## src/rtl/mem_port_arbiter.sv

```systemverilog
// mem_port_arbiter: shares one single-port, byte-addressed unified memory
// between instruction fetch and load/store. Data has fixed priority, and
// fetch is protected from starvation by a saturating denial counter.
// Read data has a 1-cycle latency and is steered back to the requester
// whose read was granted.
// Optional build macro: MEM_ARB_STATS_EN adds the stat_conflict and
// stat_if_stall event counters.
module mem_port_arbiter #(
  parameter int ADDR_W     = 9,
  parameter int STARVE_MAX = 4
) (
  input  logic              clk,
  input  logic              rst,
  // instruction fetch requester
  input  logic              if_req,
  input  logic [ADDR_W-1:0] if_addr,
  output logic              if_gnt,
  output logic              if_rvalid,
  output logic [31:0]       if_rdata,
  // load/store requester
  input  logic              dm_req,
  input  logic              dm_we,
  input  logic [3:0]        dm_be,
  input  logic [ADDR_W-1:0] dm_addr,
  input  logic [31:0]       dm_wdata,
  output logic              dm_gnt,
  output logic              dm_rvalid,
  output logic [31:0]       dm_rdata,
  // memory port
  output logic              mem_en,
  output logic              mem_we,
  output logic [3:0]        mem_be,
  output logic [ADDR_W-1:0] mem_addr,
  output logic [31:0]       mem_wdata,
  input  logic [31:0]       mem_rdata
`ifdef MEM_ARB_STATS_EN
  ,
  output logic [31:0]       stat_conflict,
  output logic [31:0]       stat_if_stall
`endif
);

  localparam logic [3:0] STARVE_MAX_C = 4'(STARVE_MAX);

  typedef enum logic [1:0] {
    RSP_NONE = 2'd0,
    RSP_IF   = 2'd1,
    RSP_DM   = 2'd2
  } rsp_t;

  rsp_t       resp_owner_r;
  rsp_t       resp_owner_next_s;
  logic [3:0] starve_cnt_r;
  logic       starved_s;

  assign starved_s = (starve_cnt_r == STARVE_MAX_C);

  // Grant decision: data first, fetch wins once it has been denied STARVE_MAX times.
  always_comb begin
    if_gnt = 1'b0;
    dm_gnt = 1'b0;
    if (dm_req && !(if_req && starved_s)) begin
      dm_gnt = 1'b1;
    end else if (if_req) begin
      if_gnt = 1'b1;
    end else begin
      if_gnt = 1'b0;
      dm_gnt = 1'b0;
    end
  end

  // Memory port drive: mirror the granted requester, quiet when idle.
  always_comb begin
    mem_en    = 1'b0;
    mem_we    = 1'b0;
    mem_be    = 4'h0;
    mem_addr  = '0;
    mem_wdata = 32'h0000_0000;
    if (if_gnt) begin
      mem_en   = 1'b1;
      mem_we   = 1'b0;
      mem_be   = 4'hF;
      mem_addr = if_addr;
    end else if (dm_gnt) begin
      mem_en    = 1'b1;
      mem_we    = dm_we;
      // loads always read the whole word; a store with no enables writes nothing
      mem_be    = dm_we ? dm_be : 4'hF;
      mem_addr  = dm_addr;
      mem_wdata = dm_wdata;
    end else begin
      mem_en = 1'b0;
    end
  end

  // Fetch starvation counter: counts consecutive denied fetch cycles, saturating.
  always_ff @(posedge clk or posedge rst) begin
    if (rst) begin
      starve_cnt_r <= 4'd0;
    end else if (if_req && !if_gnt) begin
      if (!starved_s) begin
        starve_cnt_r <= starve_cnt_r + 4'd1;
      end else begin
        starve_cnt_r <= starve_cnt_r;
      end
    end else begin
      starve_cnt_r <= 4'd0;
    end
  end

  // Response owner state register: remembers whose read is in flight.
  always_ff @(posedge clk or posedge rst) begin
    if (rst) begin
      resp_owner_r <= RSP_NONE;
    end else begin
      resp_owner_r <= resp_owner_next_s;
    end
  end

  // Response owner next state: follows this cycle's grant, stores and idle go to none.
  always_comb begin
    resp_owner_next_s = RSP_NONE;
    case ({if_gnt, dm_gnt})
      2'b10:   resp_owner_next_s = RSP_IF;
      2'b01:   resp_owner_next_s = dm_we ? RSP_NONE : RSP_DM;
      default: resp_owner_next_s = RSP_NONE;
    endcase
  end

  // Read data return: valid decodes straight from the state register.
  assign if_rvalid = (resp_owner_r == RSP_IF);
  assign dm_rvalid = (resp_owner_r == RSP_DM);
  assign if_rdata  = mem_rdata;
  assign dm_rdata  = mem_rdata;

`ifdef MEM_ARB_STATS_EN
  // Event counters: request conflicts and stalled fetch cycles, wrapping.
  always_ff @(posedge clk or posedge rst) begin
    if (rst) begin
      stat_conflict <= 32'd0;
      stat_if_stall <= 32'd0;
    end else begin
      if (if_req && dm_req) begin
        stat_conflict <= stat_conflict + 32'd1;
      end else begin
        stat_conflict <= stat_conflict;
      end
      if (if_req && !if_gnt) begin
        stat_if_stall <= stat_if_stall + 32'd1;
      end else begin
        stat_if_stall <= stat_if_stall;
      end
    end
  end
`endif

endmodule
```

## config.mk

```make
export PLATFORM = sky130hd
export DESIGN_NAME = mem_port_arbiter
export DESIGN_NICKNAME = d
export VERILOG_FILES = /design/src/rtl/mem_port_arbiter.sv
export SDC_FILE = /design/constraint.sdc
export NUM_CORES = 1
export LEC_CHECK = 0
export ABC_AREA = 0
export CAP_MARGIN = 20
export CORE_MARGIN = 4
export CORE_UTILIZATION = 24
export DETAILED_ROUTE_END_ITERATION = 10
export GPL_TIMING_DRIVEN = 0
export PLACE_DENSITY = 0.87
export SYNTH_ARGS = -nofsm -noshare
export SYNTH_HDL_FRONTEND = slang
export SYNTH_SLANG_ARGS = --single-unit
```

## constraint.sdc

```tcl
create_clock -name clk -period 2.5 [get_ports clk]
set_input_delay 0.5 -clock clk [delete_from_list [all_inputs] [get_ports clk]]
set_output_delay 0.5 -clock clk [all_outputs]
set_load 0.01 [all_outputs]
```

After elaboration in Yosys (flattened, before gate mapping)
Cells that the tools add are included.

cells by class
  equal/unequal tests = 6
  add/sub/neg operators = 1
  reduce and logical (&&, ||, !) cells = 5
  mux-type cells = 18

operator list
  operator               count
  $mux W32               2
  $mux W4                5
  $mux W9                2
  $mux W1                7
  $add A4 B1 Y4 const B  1
  $eq A2 B1 Y1 const B   2
  $eq A2 B2 Y1 const B   2
  $eq A4 B3 Y1 const B   1
  $pmux W2 S2            1
  $logic_and A1 B1 Y1    3
  $logic_not A1 Y1       2
  $mux W2                1
  $ne A2 B2 Y1 const B   1

storage, ports and cells
  word-level logic and storage cells = 32
  register bits = 6
  input port bits = 91
  output and inout bits = 115

Longest topological paths before layout
  word-level depth = 8
  gate-level depth with buffers = 7
  depth with buffers taken out = 5

Least setup slack after synthesis
OpenSTA, ideal clock, no wires.

  path kind = input -> output
  from = input port if_req
  to = output port mem_be[0]
  stages = 5
  data arrival time = 1357 ps
  buffers on the path = 2
  setup slack = 643 ps
  cells stage by stage = buf_4 > nand4b_4 > and3_1 > clkbuf_1 > a21oi_1

between the ends
  longest elaborated chain between the ends = 6
  elaborated cells between the ends (all ways) = 8

RTL lines
  element              line  RTL
  start: declaration   15    input logic if_req,
  $logic_and A1 B1 Y1  62    if (dm_req && !(if_req && starved_s)) begin
  $logic_not A1 Y1     62
  $logic_and A1 B1 Y1  62
  $mux W1              62
  $mux W4              84    end else if (dm_gnt) begin
  $mux W4 *            79    if (if_gnt) begin
  end: declaration     32    output logic [3:0] mem_be,

Mark *: on every way between the ends. The rest lies on a longest branch, timed or not.

Worst setup path in the final report
  from = input port dm_req
  to = output port mem_wdata[16]

between the ends
  longest elaborated chain between the ends = 4
  elaborated cells between the ends (all ways) = 5

RTL lines
  element                line  RTL
  start: declaration     21    input logic dm_req,
  $logic_and A1 B1 Y1 *  62
  $mux W1                62
  $mux W32               84
  $mux W32 *             79
  end: declaration       34    output logic [31:0] mem_wdata,

Marked as above.

==> results.yml <==
status:
  status: "finished, final reports clean"
grt:
  grt_pass1_vias: 1866
  gr-total-overflow: 0
  grt_pass1_wl_um: 8270
  antenna_found_initial: 0
  grt_max_degree: 11
  grt_usage: 0.161
power_and_ir_drop:
  power_density_nw_per_um2: 234
  ir_drop_v: 0.000185
  p_leak_nw: 1.72
  p_total_mw: 0.735
floorplanning:
  ioPinCount: 206
  dieWidth_um: 80.5
  die_h_um: 80.5
  row_count: 26
  dieArea_um2: 6480
  placeableCoreArea_um2: 5110
  initial_core_util: 0.247
timing:
  finalMaxSlewViolations: 0
  worstMarginPinSlew_ns: 0.381
  setup_tns_ns: 0
  post-route-min-period_ns: 2.40
  hold_violations: 0
  slew_headroom: 0.746
  fmax_mhz: 417
  period_share: 0.960
  setup_viol: 0
  rsz0062_at_grt: "false"
  clock_skew_ns: 0.00578
placement:
  gp_congestion: 0.758
  hpwl_um: 5090
  dpl_cell_area_um2: 3070
  port_buffers: 172
job:
  maxCapViolations: 0
clocking:
  cts_made_buffers: 3
  cts.htree.levels: 1
  cts.path.max_buffers: 2
  cts_tree: "done"
  path_clk_slew_ns: 0.04
  hold_buffers: 0
  cts_sinks: 6
  clock-root-buffer: "clkbuf_8"
  clk_latency_ns: 0.23
worst_setup_path:
  reg2reg_slack_ns: 1.10
  worstPathArrival_ns: 1.90
  r2r-end: "starve_cnt_r[1]$_DFFE_PP0P_"
  end_kind: "output pin"
  crit_type: "primary input to output pin"
  startpoint: "dm_req"
  start_kind: "primary input"
  worstReg2RegStart: "starve_cnt_r[0]$_DFFE_PP0P_"
  critPathCapture: "mem_wdata[16]"
  required_ns: 2.00
  r2r_cells: 6
  crit_fanout: 10
route:
  vias: 1712
  finalWirelength_um: 5930
  dr.pass1.iters: 4
  drt-initial-drc-count: 29
  ant_nets: 0
  wire_per_inst_um: 14.2
  drc: 0
  drt-vias-per-instance: 4.11
yosys:
  netlist_area_um2: 1260
  synthesis.nets: 265
  synthCells: 172
  synth_top_area_frac: 0.387
  syn-mean-instance-area_um2: 7.34
  yosys-top-cells-area: "buf_4 (39%), and3_1 (18%), dfrtp_1 (12%)"
  yosysUniqueCellTypes: 19
  ys_seq_area_frac: 0.119
  yosys_register_bits: 6
  yosysWarnings: 0
  synth_top_cell_by_area: "buf_4"
min_path:
  hp-class: "primary input to async pin"
final_layout:
  n_fill_cell: 438
  area_growth_pct: 149
  fin_area_um2: 3140
  final_layout_size_suffix_gt1_frac: 0.254
  final_nets: 442
  final_util: 0.615
  antennaDiodeCount: 0
## cells in the final DEF, fill, tap and decap left out, drive strengths merged
| cell | instances |
|---|---|
| dfrtp | 6 |
| inv | 8 |
| ha | 2 |
| dlygate4sd2 | 23 |
| xor2 | 1 |
| and2 | 1 |
| buf | 70 |
| a21oi | 4 |
| nor2b | 5 |
| nand3 | 10 |
| clkbuf | 10 |
| nor2 | 1 |
| nand2 | 9 |
| xnor2 | 1 |
| o21ai | 9 |
| clkdlybuf4s15 | 2 |
| clkdlybuf4s50 | 135 |
| dlymetal6s2s | 12 |
| and3 | 37 |
| nand4b | 1 |
## worst max-delay path, stage by stage
cell and delay [ns]:
dlygate4sd2_1 0.42, clkbuf_2 0.26, and3_1 0.17, clkdlybuf4s50_1 0.55
## metal layers
layer  track usage  vias to the layer above  part of all wire
met1         0.158                      740              0.35
li1              -                      849                 -
met2         0.314                      114              0.52
met4        0.0236                        0             0.012
met3        0.0706                        9              0.12
met5             0                        -                 0
## worst min path at each step
stage / start / to / slack (ns) / cells after the start
after floorplan: rst / resp_owner_r[0]$_DFF_PP0_ / 0.29 / 1
after global placement: starve_cnt_r[0]$_DFFE_PP0P_ / starve_cnt_r[0]$_DFFE_PP0P_ / 0.58 / 2
after detailed placement: starve_cnt_r[0]$_DFFE_PP0P_ / starve_cnt_r[0]$_DFFE_PP0P_ / 0.59 / 2
after CTS: rst / resp_owner_r[0]$_DFF_PP0_ / 0.49 / 2
after global routing: rst / resp_owner_r[1]$_DFF_PP0_ / 0.51 / 2
final: rst / resp_owner_r[0]$_DFF_PP0_ / 0.49 / 2
## kinds of logic (layout without fill, tap and decap cells)
kind of cell | Yosys count | in the layout | share of synthesized area
compound gates | 13 | 13 | 0.0783
simple gates | 64 | 64 | 0.303
flops | 6 | 6 | 0.119
buf+inv | 85 | 260 | 0.466
fa+ha+maj | 2 | 2 | 0.0198
xor+xnor | 2 | 2 | 0.0139
## where the power goes
group          internal [mW]  switching (mW)
clock network          0.104          0.0429
registers              0.101         0.00197
logic                  0.321           0.164
total                  0.525           0.209
## cell type report
cell class                 count  area (um2)  share of cell area
multi-input combinational     81         524               0.167
clock buffer                   3        41.3              0.0131
inverter                       8        30.0             0.00956
timing repair buffer         174        1750               0.557
buffer                        75         558               0.178
tap                           70        87.6              0.0279
sequential                     6         150              0.0478
## state kept, by name, summed over array words and instances (netlist names)
| signal | cells |
|---|---|
| resp_owner_r | 2 |
| starve_cnt_r | 4 |
## cell usage after synthesis
cell type  count
buf_4         65
and3_1        37
nand3_1       10
clkbuf_1       9
nand2_1        9
o21ai_2        9
inv_1          8
dfrtp_1        6
nor2b_1        5
a21oi_1        4
ha_1           2
and2_4         1
buf_12         1
buf_2          1
buf_6          1
nand4b_4       1
nor2_1         1
xnor2_1        1
xor2_1         1
## timing repair
action                                  4_1_cts  5_1_grt
endpoints found under the setup margin       48       25
setup buffers                                 2        0
resized for setup                            29       16
## through the flow
stage               hold slack, ns  setup WS, ns  std cells
finish                       0.489         0.101        417
global route                 0.509       0.00408        417
CTS                          0.489      0.000911        418
detailed placement           0.591        -0.370        414
global placement             0.584        -0.372        414
floorplan                    0.291         0.643        172
No activity file was read; power rests on OpenSTA's default activity.
